===== src/rtl/ant_nav_supervisor.sv =====
// ant_nav_supervisor: arbitrates the ant move bus between the wall follower,
// a fixed post-collision recovery routine, an escape halt and a step watchdog.
module ant_nav_supervisor #(
   parameter logic [1:0] MV_HALT  = 2'b00,
   parameter logic [1:0] MV_RIGHT = 2'b01,
   parameter logic [1:0] MV_LEFT  = 2'b10,
   parameter logic [1:0] MV_FWD   = 2'b11,
   parameter int PH_WIDTH      = 2,
   parameter int RECOVER_TURNS = 2,
   parameter int PH_PERIOD     = 4,
   parameter int STEP_LIMIT    = 1000,
   parameter int STEP_W        = 10
) (
   input  logic                clk,
   input  logic                rst_n,
   input  logic                req_valid,
   input  logic [1:0]          req_move,
   output logic                req_ack,
   input  logic                hit,
   input  logic                escape,
   input  logic [PH_WIDTH-1:0] ph_detected,
   output logic [PH_WIDTH-1:0] ph_drop,
   output logic [1:0]          move,
   output logic [STEP_W-1:0]   step_cnt,
   output logic [2:0]          state_o,
   output logic                done,
   output logic                timeout
);
   localparam int RW = RECOVER_TURNS > 1 ? $clog2(RECOVER_TURNS) : 1;
   localparam int FW = PH_PERIOD > 1 ? $clog2(PH_PERIOD) : 1;
   localparam logic [PH_WIDTH-1:0] PH_ONE = 1;
   typedef enum logic [2:0] {IDLE = 3'd0, RUN = 3'd1, RECOVER = 3'd2, DONE = 3'd3, TIMEOUT = 3'd4} state_t;
   state_t state, state_n;
   logic [1:0] move_n;
   logic ack_n;
   logic [RW-1:0] rec_cnt, rec_n;
   logic [FW-1:0] fwd_cnt;
   logic is_fwd, ph_seen, fwd_wrap;
   assign state_o = state;
   assign is_fwd = move_n == MV_FWD;
   assign ph_seen = ph_detected != '0;
   assign fwd_wrap = fwd_cnt == FW'(PH_PERIOD - 1);
   always_comb begin
      state_n = state;
      move_n = MV_HALT;
      ack_n = 1'b0;
      rec_n = rec_cnt;
      case (state)
         IDLE: state_n = RUN;
         RUN:
            if (escape) state_n = DONE;
            else if (hit) begin
               state_n = RECOVER;
               move_n = MV_RIGHT;
               rec_n = RW'(RECOVER_TURNS - 1);
            end else if (step_cnt == STEP_W'(STEP_LIMIT)) state_n = TIMEOUT;
            else if (req_valid) begin
               move_n = req_move;
               ack_n = 1'b1;
            end
         RECOVER:
            if (escape) state_n = DONE;
            else if (hit) begin
               move_n = MV_RIGHT;
               rec_n = RW'(RECOVER_TURNS - 1);
            end else if (rec_cnt != '0) begin
               move_n = MV_RIGHT;
               rec_n = rec_cnt - 1'b1;
            end else begin
               move_n = MV_FWD;
               state_n = RUN;
            end
         default: ;
      endcase
   end
   always_ff @(posedge clk or negedge rst_n) begin
      if (!rst_n) begin
         state <= IDLE;
         move <= MV_HALT;
         req_ack <= 1'b0;
         ph_drop <= '0;
         step_cnt <= '0;
         done <= 1'b0;
         timeout <= 1'b0;
         rec_cnt <= '0;
         fwd_cnt <= '0;
      end else begin
         state <= state_n;
         move <= move_n;
         req_ack <= ack_n;
         rec_cnt <= rec_n;
         done <= done | (state_n == DONE);
         timeout <= timeout | (state_n == TIMEOUT);
         if (move_n != MV_HALT && step_cnt != '1) step_cnt <= step_cnt + 1'b1;
         // a sensed trail resets the spacing so drops stay PH_PERIOD forwards from any trail
         ph_drop <= (is_fwd && !ph_seen && fwd_wrap) ? PH_ONE : '0;
         if (is_fwd) fwd_cnt <= (ph_seen || fwd_wrap) ? '0 : fwd_cnt + 1'b1;
      end
   end
endmodule


===== config.mk =====
export PLATFORM = sky130hd
export DESIGN_NAME = ant_nav_supervisor
export DESIGN_NICKNAME = d
export VERILOG_FILES = /design/src/rtl/ant_nav_supervisor.sv
export SDC_FILE = /design/constraint.sdc
export NUM_CORES = 1
export LEC_CHECK = 0
export CORE_UTILIZATION = 52
export DETAILED_ROUTE_END_ITERATION = 8
export PLACE_DENSITY_LB_ADDON = 0.12
export SLEW_MARGIN = 20
export SYNTH_ARGS = -nofsm -noshare
export SYNTH_HDL_FRONTEND = slang
export SYNTH_SLANG_ARGS = --single-unit

===== constraint.sdc =====
create_clock -name clk -period 6.2 [get_ports clk]
set_input_delay 0.93 -clock clk [delete_from_list [all_inputs] [get_ports clk]]
set_output_delay 0.93 -clock clk [all_outputs]
set_load 0.01 [all_outputs]

======== After elaboration in Yosys (flattened, before gate mapping) ========
Index checks and enable logic that the tools add are counted.
word-level totals
  output and inout bits ................... 20
  logic and storage cells ................. 63
  input port bits ......................... 9
  bits in registers ....................... 22
cells by class
  reductions and logical operators ........ 10
  eq/ne operators ......................... 11
  bitwise gates (word level) .............. 2
  muxes and demuxes ....................... 28
  add/subtract/negate cells ............... 3
operators by type and width
  cell                   count
  $mux 3                 6
  $mux 2                 8
  $mux 1                 11
  $add 10x1->10 const B  1
  $eq 10x10->1 const B   1
  $ne 10x10->1 const B   1
  $pmux 3 s3             1
  $eq 3x2->1 const B     2
  $ne 2x2->1 const B     3
  $reduce_bool 2->1      3
  $eq 2x2->1 const B     2
  $pmux 2 s2             1
  $reduce_and 4->1       1
  $eq 3x1->1 const B     1
  $eq 3x3->1 const B     1
  $logic_and 1x1->1      3
  $logic_not 3->1        1
  $add 2x1->2 const B    1
  $or 1x1->1             2
  $pmux 1 s2             1
  $logic_not 1->1        1
  $logic_or 1x1->1       1
  $sub 1x1->1 const B    1

======== Longest topological paths before layout ========
  depth after elaboration ................. 9
  mapped depth ............................ 8
  depth with buffers taken out ............ 7

======== Least setup slack after synthesis ========
No wires, ideal clock.
  kind .................................... input-to-reg
  start point ............................. input hit
  end point ............................... register fwd_cnt[1]
  stages on the path ...................... 6
  slack ................................... 3752 ps
  arrival ................................. 2323 ps
  setup time .............................. 125 ps
  data required time ...................... 6075 ps
  path through ............................ or4b_4 nor3_2 a32oi_1 buf_6 nor2_1 mux2_2
on the way
  cells in the longest elaborated chain, start to end .. 4
  elaborated cells on any way between the ends .. 6
  classes of those cells .................. eq/ne: 1; mux: 5
ends and longest elaborated chain
  element                    line    source
  from (decl)                19      input logic hit,
  $mux 2 (on tied branches)  63, 52
  $mux 2 (on tied branches)  62, 51
  $pmux 2 s2 *               48      case (state)
  $eq 2x2->1 *               40      assign is_fwd = move_n == MV_FWD;
  to (signal assigned)       97      if (is_fwd) fwd_cnt <= (ph_seen || fwd_wrap) ? '0 : fwd_cnt + 1'b1;
  to (decl)                  37      logic [FW-1:0] fwd_cnt;
Every way passes the cells marked *; elsewhere a longest branch is shown, timed or not.
A chain may end at the register's enable or synchronous reset.

======== Final worst setup path ========
  start point ............................. input hit
  end point ............................... register step_cnt[1]
on the way
  cells in the longest elaborated chain, start to end .. 5
  elaborated cells on any way between the ends .. 7
  classes of those cells .................. mux: 5; reduce/logical: 2
ends and longest elaborated chain
  element                    line    source
  $mux 2 (on tied branches)  63, 52
  $mux 2 (on tied branches)  62, 51
  $pmux 2 s2 *               48
  $reduce_bool 2->1 *        94      if (move_n != MV_HALT && step_cnt != '1) step_cnt <= step_cnt + 1'b1;
  $logic_and 1x1->1 *        94
  to (signal assigned)       94
  to (decl)                  24      output logic [STEP_W-1:0] step_cnt,
Marked as above.

==> impl_results.html <==
<table>
<tr><th>Metric</th><th>Value</th></tr>
<tr><th colspan="2">Run status</th></tr>
<tr><td>Run status</td><td>finished clean</td></tr>
<tr><th colspan="2">STA</th></tr>
<tr><td>Post-route clock skew</td><td>0.909 ps</td></tr>
<tr><td>Relative slew slack</td><td>0.368</td></tr>
<tr><td>Sum of negative setup slack</td><td>0 ps</td></tr>
<tr><td>Final Max Slew Viols</td><td>0</td></tr>
<tr><td>Setup violations, final</td><td>0</td></tr>
<tr><td>Final Critical Period</td><td>2890 ps</td></tr>
<tr><td>Slew at the pin with the worst max-slew slack</td><td>945 ps</td></tr>
<tr><td>Number of failing hold endpoints at the final stage</td><td>0</td></tr>
<tr><td>Final cycle utilization of the critical path</td><td>0.466</td></tr>
<tr><td>RSZ-0062 raised after global routing</td><td>no</td></tr>
<tr><td>Fmax achieved</td><td>346 MHz</td></tr>
<tr><th colspan="2">Min path</th></tr>
<tr><td>HP Class</td><td>register to register</td></tr>
<tr><th colspan="2">Clocking</th></tr>
<tr><td>CTS tree</td><td>done</td></tr>
<tr><td>CTS Buffer Depth</td><td>2</td></tr>
<tr><td>TritonCTS buffer count</td><td>3</td></tr>
<tr><td>CTS H-tree lvls</td><td>1</td></tr>
<tr><td>Clock insertion delay at the later pin of the skew report</td><td>310 ps</td></tr>
<tr><td>Post-cts hold buffer count</td><td>0</td></tr>
<tr><td>Number of buffers inserted to repair setup after CTS</td><td>0</td></tr>
<tr><td>Cells resized by post-CTS repair</td><td>0</td></tr>
<tr><td>Clock-pin transition on the worst setup and hold timing paths</td><td>120 ps</td></tr>
<tr><td>Clock Sinks</td><td>22</td></tr>
<tr><td>Root Buffer Master</td><td>sky130_fd_sc_hd__clkbuf_4</td></tr>
<tr><th colspan="2">Worst setup path</th></tr>
<tr><td>Category of the most critical setup path</td><td>primary input to register</td></tr>
<tr><td>Crit path max fanout</td><td>8</td></tr>
<tr><td>Data arrival time of the worst path</td><td>3100 ps</td></tr>
<tr><td>Largest incremental delay on the critical path</td><td>540 ps</td></tr>
<tr><td>Crit-path leading delay family</td><td>buffers and inverters</td></tr>
<tr><td>Worst Path Buf+Inv</td><td>2</td></tr>
<tr><td>Worst Path Required</td><td>6410 ps</td></tr>
<tr><td>Kind of start point of the critical path</td><td>primary input</td></tr>
<tr><td>Critical-path top delay cell</td><td>sky130_fd_sc_hd__or4b_4</td></tr>
<tr><td>CP endpoint kind</td><td>register</td></tr>
<tr><td>Sequence of cells on the critical path</td><td>clkdlybuf4s50_1 -&gt; or4b_4 -&gt; nor3_2 -&gt; a32oi_1 -&gt; clkbuf_4 -&gt; a21boi_1 -&gt; mux2_2</td></tr>
<tr><th colspan="2">Power</th></tr>
<tr><td>Pwr dens</td><td>258 nW/um2</td></tr>
<tr><td>Leakage power</td><td>0.651 nW</td></tr>
<tr><td>VDD IR-drop max</td><td>0.200 mV</td></tr>
<tr><th colspan="2">Global route</th></tr>
<tr><td>GRT Residual Overflow</td><td>0</td></tr>
<tr><td>Number of antenna violations at the first check in global routing</td><td>0</td></tr>
<tr><td>Wire length of the first global-routing pass</td><td>3.92 mm</td></tr>
<tr><td>Number of global-route vias before repair</td><td>899</td></tr>
<tr><td>Total routing usage reported by global routing</td><td>0.210</td></tr>
<tr><td>Pin count of the biggest net entering global routing</td><td>23</td></tr>
<tr><th colspan="2">Route</th></tr>
<tr><td>Detailed-routing wirelength on met1</td><td>1.04 mm</td></tr>
<tr><td>Remaining number of nets flagged by the antenna check after routing</td><td>0</td></tr>
<tr><td># DRC</td><td>0</td></tr>
<tr><td>Number of DRC violations after detailed-routing iteration 0</td><td>28</td></tr>
<tr><td>Overall via count from detail_route</td><td>955</td></tr>
<tr><td>Number of detailed-route iterations in the first pass</td><td>4</td></tr>
<tr><td>DR vias/cell</td><td>5.58</td></tr>
<tr><td>DRT Wirelength</td><td>2.35 mm</td></tr>
<tr><td>Met2 wirelength from detailed routing</td><td>1.15 mm</td></tr>
<tr><td>Highest metal layer used by the detailed router</td><td>met4</td></tr>
<tr><td>Routed length on met3</td><td>127 um</td></tr>
<tr><td>Average wire per cell in the routed design</td><td>13.7 um</td></tr>
<tr><th colspan="2">Yosys</th></tr>
<tr><td>Register bit total from synthesis</td><td>22</td></tr>
<tr><td>Number of flops mapped to enable cells by yosys</td><td>0</td></tr>
<tr><td>Portion of the post-synthesis area used by sequential elements</td><td>0.463</td></tr>
<tr><td>Area share of the leading cell type in the synthesized netlist</td><td>0.463</td></tr>
<tr><td>Netlist Area Pre-Place</td><td>1190 um2</td></tr>
<tr><td>Async set or reset register ratio after synthesis</td><td>1.00</td></tr>
<tr><td>Most area-hungry cell type in the Yosys netlist</td><td>sky130_fd_sc_hd__dfrtp_1</td></tr>
<tr><td>Mapped Cells</td><td>116</td></tr>
<tr><td>Total nets after synthesis</td><td>128</td></tr>
<tr><td>Leading post-synthesis cells by instance count</td><td>sky130_fd_sc_hd__dfrtp_1, sky130_fd_sc_hd__nor2_1, sky130_fd_sc_hd__inv_1, sky130_fd_sc_hd__nand2_1, sky130_fd_sc_hd__a21oi_1</td></tr>
<tr><td>Predominant post-synthesis flop cell</td><td>sky130_fd_sc_hd__dfrtp_1</td></tr>
<tr><td>Warnings, synthesis</td><td>0</td></tr>
<tr><td>Number of distinct standard cells referenced by the synthesized netlist</td><td>39</td></tr>
<tr><td>Dominant cell by count in the synthesized netlist</td><td>sky130_fd_sc_hd__dfrtp_1</td></tr>
<tr><td>Main area contributors after synthesis</td><td>sky130_fd_sc_hd__dfrtp_1, sky130_fd_sc_hd__nor2_1, sky130_fd_sc_hd__a2111oi_4, sky130_fd_sc_hd__xor2_1, sky130_fd_sc_hd__ha_1</td></tr>
<tr><td>Mapped Avg Cell Area</td><td>10.3 um2</td></tr>
<tr><th colspan="2">Die</th></tr>
<tr><td>Initial Utilization</td><td>0.577</td></tr>
<tr><td>Total die area</td><td>2480 um2</td></tr>
<tr><td>I/O pin count</td><td>29</td></tr>
<tr><td>Die span in x</td><td>49.8 um</td></tr>
<tr><td>Die H</td><td>49.8 um</td></tr>
<tr><td>Core box area</td><td>2060 um2</td></tr>
<tr><td>FP Rows</td><td>16</td></tr>
<tr><th colspan="2">Final layout</th></tr>
<tr><td>Proportion of layout cells with a drive suffix above 1</td><td>0.0903</td></tr>
<tr><td>Final net count</td><td>157</td></tr>
<tr><td>Diode count</td><td>0</td></tr>
<tr><td>Post-route cell area</td><td>1530 um2</td></tr>
<tr><td>Syn-to-layout area delta</td><td>28.2%</td></tr>
<tr><td>Filler cells</td><td>142</td></tr>
<tr><th colspan="2">Placement</th></tr>
<tr><td>Estimated wirelength of the detail-placed design</td><td>1.69 mm</td></tr>
<tr><td>Post-place instance area</td><td>1460 um2</td></tr>
<tr><td>Routability-driven placement congestion ratio</td><td>0.831</td></tr>
<tr><td>Number of buffers inserted by port buffering</td><td>27</td></tr>
<tr><th colspan="2">Flow run</th></tr>
<tr><td>Number of violations of the max-capacitance limit</td><td>0</td></tr>
</table>
## layout by cell type, fill, tap and decap left out, drive strengths merged, types with 2 or more instances in the layout
cell | Yosys | final
a2111oi | 2 | 2
a21boi | 2 | 2
a21oi | 7 | 7
a31oi | 2 | 2
and3 | 2 | 2
clkbuf | 0 | 4
clkdlybuf4s50 | 0 | 27
dfrtp | 22 | 22
ha | 3 | 3
inv | 9 | 9
mux2 | 3 | 3
nand2 | 8 | 8
nand2b | 2 | 2
nand3 | 2 | 2
nand4 | 4 | 4
nor2 | 15 | 15
nor3 | 2 | 2
o21ai | 2 | 2
or3 | 2 | 2
xnor2 | 3 | 3
xor2 | 6 | 6
## per-stage QoR
step | hold slack [ps] | power [mW] | cells | worst slack (ps) | utilization
2_1_floorplan | 485 | 0.233 | 116 | 3750 | -
3_3_place_gp | 458 | 0.281 | 166 | 2980 | 0.708
3_5_place_dp | 467 | 0.286 | 166 | 2920 | 0.708
4_1_cts | 500 | 0.394 | 170 | 3260 | 0.733
5_1_grt | 516 | 0.412 | 171 | 3210 | 0.740
6_report | 491 | 0.393 | 171 | 3310 | 0.740
## power by group
group / leakage [nW] / internal [mW] / total [mW] / switching, mW
sequential: 0.263 / 0.160 / 0.185 / 0.0246
combinational: 0.360 / 0.0519 / 0.0990 / 0.0472
clock: 0.0279 / 0.0654 / 0.109 / 0.0437
total: 0.651 / 0.277 / 0.393 / 0.115
## worst register-to-register path: stages, from the launching register on
cell and delay, ps:
sky130_fd_sc_hd__dfrtp_1 440, sky130_fd_sc_hd__inv_1 110, sky130_fd_sc_hd__ha_1 180, sky130_fd_sc_hd__nand4b_1 110, sky130_fd_sc_hd__nor3_1 370, sky130_fd_sc_hd__a2bb2oi_2 560, sky130_fd_sc_hd__a21boi_1 220, sky130_fd_sc_hd__mux2_2 300
## layout make-up
| class | count | area, um2 | area share |
|---|---|---|---|
| Multi-Input combinational cell | 81 | 577 | 0.378 |
| Sequential cell | 22 | 551 | 0.361 |
| Timing Repair Buffer | 28 | 278 | 0.182 |
| Inverter | 9 | 33.8 | 0.0221 |
| Tap cell | 27 | 33.8 | 0.0221 |
| Clock inverter | 1 | 30.0 | 0.0197 |
| Clock buffer | 3 | 22.5 | 0.0148 |
## kinds of logic (layout without fill, tap and decap cells)
logic type               after synthesis  in the layout  share of synthesized area
other                                  1              1                    0.00315
AO/OA/AOI/OAI                         22             22                      0.158
adder cells (fa/ha/maj)                3              3                     0.0315
buffers and inverters                 13             41                     0.0578
multiplexers                           3              3                     0.0284
AND/OR/NAND/NOR                       43             43                      0.192
flip-flops                            22             22                      0.463
XOR/XNOR                               9              9                     0.0662
## flip-flops by register name, summed over array words and instances (netlist names)
signal / count
state_o: 3
rec_cnt: 1
fwd_cnt: 2
move: 2
step_cnt: 10
req_ack: 1
ph_drop: 1
done: 1
timeout: 1
## metal layers
metal | vias to the layer above | global-route usage
met5 | - | 0
met4 | 0 | 0.0571
met3 | 5 | 0.0556
met2 | 30 | 0.365
met1 | 460 | 0.255
li1 | 460 | -
## worst paths after layout
kind / from / depth (start not counted) / endpoint / slack [ps]
worst min-delay path: done$_DFF_PN0_ / 1 / done$_DFF_PN0_ / 490
max in group asynchronous: rst_n / 1 / step_cnt[1]$_DFFE_PN0P_ / 4500
worst min register to register: done$_DFF_PN0_ / 1 / done$_DFF_PN0_ / 490
min in group asynchronous: rst_n / 1 / state_o[1]$_DFF_PN0_ / 1130
worst max register to register: step_cnt[0]$_DFFE_PN0P_ / 7 / step_cnt[1]$_DFFE_PN0P_ / 3800
worst max-delay path: hit / 7 / step_cnt[1]$_DFFE_PN0P_ / 3310
No activity file was read; power rests on OpenSTA's default activity.
